==> config.mk <==
export PLATFORM = sky130hd
export DESIGN_NAME = cell_link_tx_framer
export DESIGN_NICKNAME = d
export VERILOG_FILES = /design/src/rtl/cell_link_tx_framer.sv
export SDC_FILE = /design/constraint.sdc
export NUM_CORES = 1
export LEC_CHECK = 0
export ABC_CLOCK_PERIOD_IN_PS = 4000
export CAP_MARGIN = 10
export CORE_UTILIZATION = 35
export CTS_CLUSTER_SIZE = 12
export DETAILED_ROUTE_END_ITERATION = 8
export DONT_BUFFER_PORTS = 1
export SYNTH_ARGS = -nofsm -noshare
export SYNTH_HDL_FRONTEND = slang
export SYNTH_SLANG_ARGS = --single-unit
export TNS_END_PERCENT = 100
==> constraint.sdc <==
create_clock -name aclk -period 4 [get_ports aclk]
set_clock_uncertainty 0.2 [all_clocks]
set_input_delay 0.6 -clock aclk [delete_from_list [all_inputs] [get_ports aclk]]
set_output_delay 0.6 -clock aclk [all_outputs]
set_load 0.05 [all_outputs]
==> src/rtl/cell_link_tx_framer.sv <==
// cell_link_tx_framer
//   Frames upstream payload words into a transceiver word stream. Each packet
//   is sent as SOP, the payload words, then an EOP word that carries a
//   CRC-16-CCITT over the payload. FILL words cover short upstream gaps. A
//   packet is aborted when a gap runs too long or the packet exceeds
//   MAX_WORDS; the rest of an aborted packet is drained up to its tlast.
// Ports
//   aclk, areset      : clock, synchronous active-high reset
//   enable            : allows a new packet to start (ignored mid-packet)
//   s_tvalid/s_tready : upstream handshake; s_tdata payload, s_tlast end
//   tx_data/charisk   : registered transceiver word and per-byte K flags
//   pkt_count         : packets closed with EOP (wraps)
//   abort_count       : ABORT words emitted (saturates)
module cell_link_tx_framer #(
  parameter int unsigned MAX_WORDS   = 256,
  parameter int unsigned GAP_TIMEOUT = 16
) (
  input  logic        aclk,
  input  logic        areset,
  input  logic        enable,
  input  logic        s_tvalid,
  output logic        s_tready,
  input  logic [31:0] s_tdata,
  input  logic        s_tlast,
  output logic [31:0] tx_data,
  output logic [3:0]  tx_charisk,
  output logic [15:0] pkt_count,
  output logic [7:0]  abort_count
);

  localparam logic [31:0] W_IDLE  = 32'h505050BC;
  localparam logic [31:0] W_SOP   = 32'h000000FB;
  localparam logic [31:0] W_FILL  = 32'h0000001C;
  localparam logic [31:0] W_ABORT = 32'h000000FE;
  localparam logic [15:0] MAXW    = 16'(MAX_WORDS);
  localparam logic [8:0]  GAPW    = 9'(GAP_TIMEOUT);

  typedef enum logic [1:0] {
    ST_IDLE,
    ST_PAYLOAD,
    ST_EOP,
    ST_DRAIN
  } state_t;

  state_t      state_q, state_d;
  logic [15:0] crc_q, crc_d;
  logic [15:0] wcnt_q, wcnt_d;
  logic [7:0]  gap_q, gap_d;
  logic [31:0] txd_q, txd_d;
  logic [3:0]  txk_q, txk_d;
  logic [15:0] pkt_q, pkt_d;
  logic [7:0]  abort_q, abort_d;
  logic        ready;
  logic [8:0]  gap_inc;

  // Bit-serial CRC-16-CCITT over one 32-bit word, MSB first.
  function automatic logic [15:0] crc_next(input logic [15:0] c, input logic [31:0] d);
    logic [15:0] r;
    r = c;
    for (int unsigned i = 0; i < 32; i++) begin
      if (r[15] ^ d[31 - i]) r = {r[14:0], 1'b0} ^ 16'h1021;
      else                   r = {r[14:0], 1'b0};
    end
    return r;
  endfunction

  assign gap_inc = {1'b0, gap_q} + 9'd1;

  always_comb begin
    state_d = state_q;
    crc_d   = crc_q;
    wcnt_d  = wcnt_q;
    gap_d   = gap_q;
    txd_d   = W_IDLE;
    txk_d   = 4'b0001;
    pkt_d   = pkt_q;
    abort_d = abort_q;
    ready   = 1'b0;
    case (state_q)
      ST_IDLE: begin
        if (s_tvalid && enable) begin
          txd_d   = W_SOP;
          crc_d   = 16'hFFFF;
          wcnt_d  = '0;
          gap_d   = '0;
          state_d = ST_PAYLOAD;
        end
      end
      ST_PAYLOAD: begin
        if (wcnt_q == MAXW) begin
          txd_d   = W_ABORT;
          abort_d = (abort_q == 8'hFF) ? abort_q : abort_q + 8'd1;
          state_d = ST_DRAIN;
        end else begin
          ready = 1'b1;
          if (s_tvalid) begin
            txd_d  = s_tdata;
            txk_d  = 4'b0000;
            crc_d  = crc_next(crc_q, s_tdata);
            wcnt_d = wcnt_q + 16'd1;
            gap_d  = '0;
            if (s_tlast) state_d = ST_EOP;
          end else if (gap_inc == GAPW) begin
            txd_d   = W_ABORT;
            abort_d = (abort_q == 8'hFF) ? abort_q : abort_q + 8'd1;
            state_d = ST_DRAIN;
          end else begin
            txd_d = W_FILL;
            gap_d = gap_inc[7:0];
          end
        end
      end
      ST_EOP: begin
        txd_d   = {crc_q, 8'h00, 8'hFD};
        pkt_d   = pkt_q + 16'd1;
        state_d = ST_IDLE;
      end
      ST_DRAIN: begin
        ready = 1'b1;
        if (s_tvalid && s_tlast) state_d = ST_IDLE;
      end
      default: state_d = ST_IDLE;
    endcase
  end

  always_ff @(posedge aclk) begin
    if (areset) begin
      state_q <= ST_IDLE;
      crc_q   <= 16'hFFFF;
      wcnt_q  <= '0;
      gap_q   <= '0;
      txd_q   <= W_IDLE;
      txk_q   <= 4'b0001;
      pkt_q   <= '0;
      abort_q <= '0;
    end else begin
      state_q <= state_d;
      crc_q   <= crc_d;
      wcnt_q  <= wcnt_d;
      gap_q   <= gap_d;
      txd_q   <= txd_d;
      txk_q   <= txk_d;
      pkt_q   <= pkt_d;
      abort_q <= abort_d;
    end
  end

  // Gated by reset so upstream sees no handshake before the state register settles.
  assign s_tready    = ready && !areset;
  assign tx_data     = txd_q;
  assign tx_charisk  = txk_q;
  assign pkt_count   = pkt_q;
  assign abort_count = abort_q;

endmodule

Word-level counts from Yosys, hierarchy flattened
Index checks and enable logic that the tools add are counted.
{"block": "op_classes", "n_reduce_logical": 12, "div_mod_pow": 0, "n_mul": 0, "mux": 157, "n_shift": 0, "n_lt_le_gt_ge": 0, "bitwise": 65, "n_eq_ne": 14, "addsub": 4}
{"cell": "2-to-1 mux 16 bit", "count": 99}
{"cell": "2-to-1 mux 13 bit", "count": 32}
{"cell": "NOT 3 bit", "count": 32}
{"cell": "case mux 32 bit (3 select lines)", "count": 1}
{"cell": "2-to-1 mux 8 bit", "count": 9}
{"cell": "2-to-1 mux 32 bit", "count": 2}
{"cell": "case mux 16 bit (2 select lines)", "count": 2}
{"cell": "adder 16 x 1 -> 16 bit (second input constant)", "count": 2}
{"cell": "bitwise XOR 1 bit", "count": 32}
{"cell": "2-to-1 mux 31 bit", "count": 1}
{"cell": "== test 16 x 9 -> 1 bit (second input constant)", "count": 1}
{"cell": "case mux 8 bit (2 select lines)", "count": 1}
{"cell": "2-to-1 mux 2 bit", "count": 6}
{"cell": "AND reduction 4 bit", "count": 3}
{"cell": "adder 8 x 1 -> 9 bit (second input constant)", "count": 1}
{"cell": "== test 9 x 5 -> 1 bit (second input constant)", "count": 1}
{"cell": "adder 8 x 1 -> 8 bit (second input constant)", "count": 1}
{"cell": "== test 8 bit (second input constant)", "count": 1}
{"cell": "inequality test 2 bit (second input constant)", "count": 4}
{"cell": "inequality test 4 bit (second input constant)", "count": 2}
{"cell": "case mux 2 bit (4 select lines)", "count": 1}
{"cell": "== test 2 bit (second input constant)", "count": 2}
{"cell": "nonzero test 2 bit", "count": 2}
{"cell": "logical AND 1 bit", "count": 3}
{"cell": "other kinds (10)", "count": 11}
{"block": "word_totals", "output_inout_bits": 61, "ramBits": 0, "ff_bits": 102, "latch_bits": 0, "romBits": 0, "in_bits": 37, "wordCells": 260, "mem_count": 0}

Longest topological paths before layout
Gate-level depths: netlist (run 1).
{"block": "logic_depth", "ltp_word": 160, "mapped_depth": 10, "mapped_depth_nobuf": 9}

Least setup slack after synthesis (run 1)
No wires, ideal clock.
{"block": "synth_path", "kind": "in2reg", "from": "in s_tdata[30]", "to": "reg crc_q[14]", "n_path_buf": 0, "arrival_ns": 2.842, "t_required_ns": 3.667, "path_slack_ns": 0.825, "stages": 7, "cell_sequence": "xnor2_2 > xnor3_2 > xnor3_2 > xnor2_2 > xnor3_2 > xnor2_1 > a21oi_1"}
{"block": "synth_via", "elab_chain_cells": 125}
{"element": "start: declaration", "line_no": "23", "text": "input logic [31:0] s_tdata,"}
{"element": "bitwise XOR 1 bit *", "line_no": "61", "text": "if (r[15] ^ d[31 - i]) r = {r[14:0], 1'b0} ^ 16'h1021;"}
{"element": "2-to-1 mux 13 bit *", "line_no": "61"}
{"element": "2-to-1 mux 16 bit *", "line_no": "96", "text": "if (s_tvalid) begin"}
{"element": "2-to-1 mux 16 bit *", "line_no": "90", "text": "if (wcnt_q == MAXW) begin"}
{"element": "2-to-1 mux 16 bit *", "line_no": "79", "text": "case (state_q)"}
{"element": "2-to-1 mux 13 bit", "line_no": "61"}
{"element": "2-to-1 mux 16 bit *", "line_no": "96"}
{"element": "2-to-1 mux 16 bit *", "line_no": "90"}
{"element": "[109 not listed]"}
{"element": "2-to-1 mux 16 bit *", "line_no": "90"}
{"element": "2-to-1 mux 16 bit *", "line_no": "79"}
{"element": "2-to-1 mux 16 bit *", "line_no": "96"}
{"element": "2-to-1 mux 16 bit *", "line_no": "90"}
{"element": "2-to-1 mux 16 bit *", "line_no": "79"}
{"element": "2-to-1 mux 16 bit *", "line_no": "96"}
{"element": "2-to-1 mux 16 bit *", "line_no": "90"}
{"element": "case mux 16 bit (2 select lines) *", "line_no": "79"}
{"element": "end signal: assignment", "line_no": "138", "text": "crc_q <= crc_d;"}
{"element": "end: declaration", "line_no": "46", "text": "logic [15:0] crc_q, crc_d;"}
Every way passes the cells marked *; elsewhere a longest branch is shown, timed or not. The select of a mux whose other input is x is not followed.
A chain may end at the register's enable or synchronous reset.

Worst setup path in the final report (run 1)
{"block": "layout_path", "from": "reg crc_q[10]", "to": "reg crc_q[14]"}
{"block": "layout_via", "elab_chain_cells": 121}
{"element": "2-to-1 mux 13 bit *", "line_no": "61"}
{"element": "2-to-1 mux 16 bit *", "line_no": "96"}
{"element": "2-to-1 mux 16 bit *", "line_no": "90"}
{"element": "2-to-1 mux 16 bit *", "line_no": "79"}
{"element": "NOT 3 bit (no line)"}
{"element": "2-to-1 mux 13 bit *", "line_no": "61"}
{"element": "2-to-1 mux 16 bit *", "line_no": "96"}
{"element": "2-to-1 mux 16 bit *", "line_no": "90"}
{"element": "[105 not listed]"}
{"element": "2-to-1 mux 16 bit *", "line_no": "90"}
{"element": "2-to-1 mux 16 bit *", "line_no": "79"}
{"element": "2-to-1 mux 16 bit *", "line_no": "96"}
{"element": "2-to-1 mux 16 bit *", "line_no": "90"}
{"element": "2-to-1 mux 16 bit *", "line_no": "79"}
{"element": "2-to-1 mux 16 bit *", "line_no": "96"}
{"element": "2-to-1 mux 16 bit *", "line_no": "90"}
{"element": "case mux 16 bit (2 select lines) *", "line_no": "79"}
Marked as above.

==> flow_summary_export.csv, run 1 <==
group,metric,value,unit
run_status,status,"completed",
route,dr_total_vias,3671,
timing,clock.fmax,314.0,MHz
global_route,grt_start_max_net_pins,44,
yosys,synthArstFlopShare,0,%
timing,fin_setup_tns,0,ns
pwr,leakagePower,2.020,nW
final_layout,fin_nets,579,
final_layout,syn_to_final_growth,9.240,%
final_layout,instances_no_fill,722,
die,pin_count,98,
placement,dp_cells,706,
timing,hold_violations,0,
route,ant_nets,0,
setup_path,endpoint_kind,"flip-flop",
cts,cts_resized,0,
timing,report.final.slew_viol_count,0,
worst_hold_path,hp-class,"input pin to flip-flop",
cts,ctsHtreeMaxLevel,3,
cts,cts_setup_buffers,0,
route,dr.pass1.iters,6,
timing,rsz0062_at_grt,"false",
timing,tightestPinTransition,1.017,ns
cts,ctsLongestPathBuffers,2,
yosys,synth_edf_count,0,
die,start_util,36.11,%
pwr,total_power,6.202,mW
route,wl,11710,um
setup_path,reg2reg_setup_slack,0.81,ns
yosys,synth.avg_cell_area,9.302,um^2
setup_path,path_common_cell,"xnor3_2",
yosys,ys.flop_type,"dfxtp_1",
setup_path,crit_arrival,3.21,ns
flow_run,drv_cap,0,
yosys,synth_top_cell_area_share,39.24,%
final_layout,design_area,5518,um^2
die,die-height,122.1,um
placement,placedInstanceArea,5229,um^2
route,drtIter0Drc,185,
setup_path,crit_path_start_kind,"flip-flop",
placement,dp_slack,0.6274,ns
yosys,yosys.area.top_type,"dfxtp_1",
yosys,synth_most_common_cell,"dfxtp_1",
setup_path,path_max_fanout,4,
global_route,grt_usage,16.30,%
die,num_rows,43,
global_route,grt_pass1_wl,18400,um
timing,setup_viol,0,
cts,cts_buffers,9,
setup_path,cp_slowest_cell,"xnor3_2",
route,wire_per_inst,16.22,um
yosys,synth_common_cells,"99 x dfxtp_1, 72 x nor2_1, 70 x xnor2_1",
timing,hold-worst-slack,0.1079,ns
route,vias_per_cell,5.084,
cts,clk_latency,0.35,ns
yosys,ys_types,51,
final_layout,insertedDiodeCount,0,
placement,hpwlAfterDp,8860,um
final_layout,fill_cells,1380,
placement,port_buffers,0,
yosys,ys_seq_area_share,39.24,%
die,die_area,14920,um^2
setup_path,crit_path_cell_trace,"xnor2_1 > xnor3_2 > xnor3_2 > xnor2_2 > xnor3_2 > xnor2_1 > a21oi_1",
timing,period_share,79.63,%
die,core-area,13990,um^2
global_route,grt_pass1_vias,3527,
pwr,powerDensity,1124,nW/um^2
setup_path,path_class,"flip-flop to flip-flop",
timing,slew_headroom,31.98,%
yosys,synthCells,543,
final_layout,utilization,39.45,%
yosys,synth_area,5051,um^2
route,drc_errors,0,
cts,clkSinkCount,99,
cts,clk_pin_slew,0.07,ns
placement,gp_congestion,0.9087,
setup_path,required,4.03,ns
final_layout,layout-drive-gt1-share,6.827,%
cts,clockRootBuffer,"clkbuf_16",
yosys,synthTopCellsByArea,"dfxtp_1 39%, xnor2_1 12%, xor2_1 6.1%",
yosys,yosysWarnings,0,
yosys,ys_ff_latch,99,
timing,post-route-min-period,3.185,ns
cts,hold_buffers,0,
global_route,antenna_found_initial,0,
pwr,peakVddDrop,0.9169,mV
die,die_w,122.1,um
global_route,grt_overflow,0,
setup_path,max_stage_delay,0.53,ns
cts,cts_tree,"done",
timing,timing.final.ws_setup,0.8149,ns
[path summary, 6_finish.rpt]
check             from         to  cells after the start
max          crc_q[10]  crc_q[14]                      7
min             areset   gap_q[7]                      1
max reg2reg  crc_q[10]  crc_q[14]                      7
min reg2reg   gap_q[1]   gap_q[1]                      2
[layer usage]
| metal | track usage, % | routed length (um) |
|---|---|---|
| met4 | 6.707 | 187 |
| met5 | 0 | 0 |
| met2 | 24.47 | 5248 |
| met1 | 21.52 | 5410 |
| met3 | 5.103 | 863 |
[cells in the final DEF (no fill, tap or decap), types with 4 or more instances in the layout]
cell type / instances
dfxtp_1: 99
nor2_1: 72
xnor2_1: 70
nand2_1: 44
xor2_1: 35
a21oi_1: 30
o21ai_0: 15
nand3_1: 12
nor3_1: 10
nand4_1: 9
clkbuf_16: 9
a22o_1: 8
inv_1: 8
xnor3_1: 8
and2_1: 8
or3_1: 6
nand2b_1: 6
buf_4: 6
ha_1: 5
nor4_1: 4
o211ai_1: 4
and3_1: 4
nor4b_1: 4
xnor2_2: 4
xnor3_2: 4
a21o_1: 4
a22oi_1: 4
[flip-flops by register name, indices dropped and copies added (netlist names)]
signal,cells
tx_data,32
crc_q,16
pkt_count,16
wcnt_q,16
abort_count,8
gap_q,8
state_q,2
tx_charisk,1
[kinds of logic after synthesis]
family	share of synthesized area [%]
flip-flops	39.24
buffers and inverters	2.675
AO/OA/AOI/OAI	10.26
multiplexers	0.8174
other	0.07424
XOR/XNOR	27.42
AND/OR/NAND/NOR	18.28
adder cells (fa/ha/maj)	1.239
[critical path: cells and delay by family, from the launching register on]
| kind | cells | cell delay (ns) |
|---|---|---|
| AOI/OAI and AO/OA | 1 | 0.08 |
| xor gates and xnor gates | 6 | 2.43 |
| DFF | 1 | 0.34 |
[layout make-up]
class | instances | area [um^2] | area share, %
clock buffer | 12 | 256.5 | 4.649
clock inverter | 4 | 32.53 | 0.5896
inverter | 8 | 30.03 | 0.5442
multi-input combinational | 413 | 2947 | 53.40
sequential | 99 | 1982 | 35.92
tap | 180 | 225.2 | 4.082
timing repair buffer | 6 | 45.04 | 0.8163
[power by group]
part / internal [mW] / switching [mW]
Clock: 0.461 / 0.393
Sequential: 1.05 / 0.110
Combinational: 2.14 / 2.04
Note: power is estimated with default switching activity, not from simulation.
==> run 2, diff against run 1 <==
Settings changed: ABC_CLOCK_PERIOD_IN_PS 4000 to 2700.
Clock period 4 ns to 2.7 ns, I/O delays scaled along.
==> flow_summary_export.csv, run 2 (same netlist as run 1, synthesis figures left out) <==
group,metric,value,unit
timing,period_share,99.00,%
final_layout,final_cell_mix,"97 x dfxtp_1, 72 x nor2_1, 66 x buf_4, 63 x xnor2_1, 44 x nand2_1",
route,drc_errors,0,
route,dr_total_vias,4027,
final_layout,layout-drive-gt1-share,19.75,%
pwr,switching_power,4.337,mW
pwr,netSwitchingFraction,37.86,%
timing,hold_violations,0,
timing,post-route-min-period,2.673,ns
die,die_area,14920,um^2
die,start_util,36.11,%
die,pin_count,98,
cts,clk_pin_slew,0.07,ns
setup_path,path_class,"flip-flop to flip-flop",
placement,hpwlAfterDp,9252,um
pwr,intPower,7.119,mW
cts,cts_tree,"done",
setup_path,cp_slowest_cell,"xnor3_2",
die,die-height,122.1,um
placement,gp_congestion,0.8659,
placement,port_buffers,0,
worst_hold_path,hp-class,"input pin to flip-flop",
global_route,grt_overflow,0,
pwr,peakVddDrop,1.278,mV
setup_path,crit_family,"XOR/XNOR gates",
pwr,powerDensity,1775,nW/um^2
global_route,grt_start_max_net_pins,37,
timing,clock.fmax,374.1,MHz
timing,slew_headroom,46.60,%
route,wl,12930,um
route,drtIter0Drc,249,
global_route,antenna_found_initial,0,
run_status,status,"completed",
flow_run,drv_cap,0,
die,die_w,122.1,um
global_route,grt_pass1_wl,19980,um
timing,report.final.slew_viol_count,0,
cts,clk_latency,0.35,ns
setup_path,crit_path_start_kind,"flip-flop",
setup_path,endpoint_kind,"flip-flop",
route,dr.pass1.iters,5,
pwr,leakagePower,2.517,nW
final_layout,fin_nets,665,
final_layout,final_common_cell,"dfxtp_1",
cts,ctsLongestPathBuffers,2,
final_layout,largest_reg_flops,32,
placement,placedInstanceArea,5653,um^2
timing,rsz0062_at_grt,"true",
pwr,p_comb_share,71.6,%
final_layout,syn_to_final_growth,27.77,%
route,vias_per_cell,4.984,
route,ant_nets,0,
global_route,grt_pass1_vias,3805,
setup_path,required,2.78,ns
timing,tightestPinTransition,0.7981,ns
die,core-area,13990,um^2
setup_path,crit_arrival,2.75,ns
pwr,sequentialPowerShare,15.1,%
global_route,grt_usage,17.75,%
setup_path,path_buf_inv,1,
route,wire_per_inst,16.00,um
cts,cts_buffers,9,
cts,clkSinkCount,99,
die,num_rows,43,
timing,setup_viol,0,
setup_path,max_stage_delay,0.51,ns
setup_path,path_max_fanout,4,
final_layout,insertedDiodeCount,0,
setup_path,crit_path_cell_trace,"xnor2_2 > xnor3_2 > buf_4 > xnor3_1 > xnor3_1 > xnor3_2 > xnor2_2 > a21oi_1",
pwr,p_clk_share,13.3,%
cts,clockRootBuffer,"clkbuf_16",
pwr,total_power,11.46,mW
cts,ctsHtreeMaxLevel,3,
final_layout,design_area,6454,um^2
-- run 2: power groups by stage --
stage          clock network, mW  logic, mW  registers [mW]
4_1_cts                     1.54       5.64            1.70
3_3_place_gp                   0       7.25            1.75
6_report                    1.52       8.21            1.73
2_1_floorplan                  0       5.32            1.73
5_1_grt                     1.61       8.71            1.74
3_5_place_dp                   0       7.29            1.75
-- run 2: repair_timing --
item / 4_1_cts / 5_1_grt
hold endpoints to repair: 59 / 0
setup buffers: 2 / 4
setup endpoints to repair: 6 / 29
resized for setup: 8 / 18
hold buffers: 26 / 0
pin swaps: 7 / 3
-- run 2: final cells by class --
cell class,count,area (um^2)
fillers,1294,7535
multi-input cells,413,3097
flip-flops and latches,99,1984
repair buffers,92,765.7
clock buffers,10,239.0
well taps,180,225.2
clock inverters,6,112.6
inverters,8,30.03
-- run 2: stage by stage --
stage	TNS (ns)	hold slack [ns]	cells	util [%]	setup WS, ns
after global placement	-0.06994	0.2862	760	40.41	-0.02160
after detailed placement	-0.2560	0.2900	760	40.41	-0.09321
after floorplan	0	0.2763	545	-	0.04729
final	0	0.01026	808	46.14	0.02698
after CTS	0	0.002298	804	45.30	0.01388
after global routing	-0.1488	0.02154	808	46.14	-0.06255
-- run 2: worst paths after layout --
path               from          to  slack [ns]  cells after the start
max           crc_q[14]   crc_q[14]        0.03                      8
min          s_tdata[0]  tx_data[0]        0.01                      2
max reg2reg   crc_q[14]   crc_q[14]        0.03                      8
min reg2reg    gap_q[1]    gap_q[1]        0.32                      2
-- run 2: worst reg2reg max path, cell delays in order (launching register included) --
cell and delay (ns):
dfxtp_2 0.35, xnor2_2 0.17, xnor3_2 0.51, buf_4 0.16, xnor3_1 0.35, xnor3_1 0.22
xnor3_2 0.32, xnor2_2 0.16, a21oi_1 0.16
-- run 2: layer usage --
metal / vias to the layer above / GRT usage (%) / share of wire [%]
li1: 1995 / - / -
met1: 1908 / 23.85 / 47
met2: 111 / 27.30 / 45
met3: 13 / 4.682 / 6.8
met4: 0 / 6.250 / 1.5
met5: - / 0 / 0
==> run 3, diff against run 2 <==
==> constraint.sdc (replaced) <==
create_clock -name aclk -period 2.7 [get_ports aclk]
set_clock_uncertainty 0.2 [all_clocks]
set_input_delay 0.54 -clock aclk [delete_from_list [all_inputs] [get_ports aclk]]
set_output_delay 0.54 -clock aclk [all_outputs]
set_load 0.05 [all_outputs]
==> flow_summary_export.csv, run 3 (same netlist as run 1, synthesis figures left out) <==
group,metric,value,unit
setup_path,path_class,"flip-flop to flip-flop",
cts,clkSinkCount,99,
route,ant_nets,0,
worst_hold_path,holdPathStages,1,
cts,cts_tree,"done",
pwr,leakagePower,2.464,nW
final_layout,largest_reg_flops,32,
cts,clk_pin_slew,0.07,ns
pwr,powerDensity,1821,nW/um^2
final_layout,layout-drive-gt1-share,20.56,%
timing,hold_violations,0,
global_route,grt_start_max_net_pins,44,
placement,placedInstanceArea,5787,um^2
setup_path,crit_path_start_kind,"flip-flop",
placement,gp_congestion,0.8944,
timing,report.final.slew_viol_count,0,
pwr,total_power,11.40,mW
global_route,grt_pass1_wl,20300,um
cts,clockRootBuffer,"clkbuf_16",
route,wire_per_inst,16.45,um
die,die_w,122.1,um
die,start_util,36.11,%
cts,ctsLongestPathBuffers,2,
final_layout,design_area,6259,um^2
timing,tightestPinTransition,0.8036,ns
route,wl_met3,1023,um
route,dr.pass1.iters,4,
route,met2_length,5994,um
timing,clock.fmax,371.5,MHz
setup_path,r2r_end,"crc_q[14]",
final_layout,seqCellArea,1986,um^2
route,drt-met1-wl,5708,um
setup_path,reg2reg_setup_slack,0.008,ns
timing,hold-worst-slack,0.04739,ns
cts,cts_buffers,9,
final_layout,fin_nets,645,
placement,hpwlAfterDp,9739,um
route,dr_total_vias,3987,
setup_path,required,2.78,ns
final_layout,syn_to_final_growth,23.90,%
worst_hold_path,hp-class,"input pin to flip-flop",
placement,port_buffers,0,
die,die_area,14920,um^2
route,vias_per_cell,5.060,
final_layout,final_common_cell,"dfxtp_1",
final_layout,fill_cells,1340,
timing,post-route-min-period,2.692,ns
timing,fin_setup_tns,0,ns
global_route,grt_overflow,0,
final_layout,multiInputGateArea,3117,um^2
route,drtIter0Drc,217,
die,core-area,13990,um^2
timing,timing.final.ws_setup,0.008027,ns
route,drc_errors,0,
timing,slew_headroom,46.23,%
die,pin_count,98,
cts,clk_latency,0.36,ns
pwr,peakVddDrop,1.355,mV
final_layout,insertedDiodeCount,0,
setup_path,endpoint_kind,"flip-flop",
timing,setup_viol,0,
timing,rsz0062_at_grt,"true",
die,die-height,122.1,um
global_route,antenna_found_initial,0,
worst_hold_path,hold_end,"gap_q[4]",
flow_run,drv_cap,0,
route,top_layer,"met4",
placement,dp_slack,-0.1516,ns
global_route,grt_usage,18.14,%
global_route,grt_pass1_vias,3883,
worst_hold_path,hold_start,"areset",
setup_path,rr_startpoint,"crc_q[14]",
setup_path,ff2ff_path_depth,7,
setup_path,path_max_fanout,5,
route,wl,12960,um
run_status,status,"completed",
final_layout,final_cell_mix,"98 x dfxtp_1, 72 x nor2_1, 71 x buf_4, 60 x xnor2_1, 44 x nand2_1",
setup_path,crit_arrival,2.78,ns
timing,period_share,99.70,%
die,num_rows,43,
cts,ctsHtreeMaxLevel,3,
run 3: changes by cell type in the layout (fill, tap and decap cells not counted), moves of 3 or more:
cell / delta
buf_4: +5
clkinvlp_4: -3
dlygate4sd3_1: -25
xnor2_1: -3
run 3: worst max path at each step:
stage / to / cells after the start / start / slack [ns]
2_1_floorplan: crc_q[14] / 7 / s_tdata[25] / -0.004
3_3_place_gp: crc_q[10] / 8 / s_tdata[25] / -0.08
3_5_place_dp: crc_q[14] / 8 / s_tdata[25] / -0.15
4_1_cts: crc_q[14] / 9 / crc_q[13] / 0.003
5_1_grt: crc_q[7] / 7 / crc_q[14] / -0.08
6_report: crc_q[14] / 7 / crc_q[14] / 0.008
run 3: through the flow:
step,cells,utilization (%)
after floorplan,545,-
after global placement,769,41.37
after detailed placement,769,41.37
after CTS,785,43.90
after global routing,788,44.74
final,788,44.74
run 3: where the power goes:
| part | leakage (nW) | total [mW] | switching [mW] | internal, mW |
|---|---|---|---|---|
| logic | 1.49 | 8.15 | 3.58 | 4.58 |
| registers | 0.803 | 1.73 | 0.163 | 1.57 |
| clock network | 0.170 | 1.51 | 0.595 | 0.920 |
| total | 2.46 | 11.4 | 4.33 | 7.06 |
run 3: timing repair:
item                       CTS  global route
setup endpoints to repair    1            14
gates resized for setup      1            17
setup buffers                0             3
hold buffers                 0             0
pin swaps                    0             7
run 3: cell type report:
type | count | share of cell area (%)
multi-input cells | 413 | 49.80
clock buffers | 10 | 3.659
clock inverters | 6 | 1.899
flip-flops and latches | 99 | 31.73
well taps | 180 | 3.599
inverters | 8 | 0.4798
repair buffers | 72 | 8.836
run 3: critical path: stages (launching register included):
cell	delay, ns
dfxtp_4	0.37
xnor2_4	0.21
xnor3_2	0.53
xnor3_1	0.22
xnor3_1	0.34
xnor3_2	0.45
xnor2_2	0.15
a21oi_1	0.13
run 3: layer usage:
layer | track usage (%) | vias to the layer above
met5 | 0 | -
li1 | - | 1963
met4 | 7.470 | 0
met1 | 22.70 | 1921
met2 | 27.82 | 91
met3 | 6.929 | 12
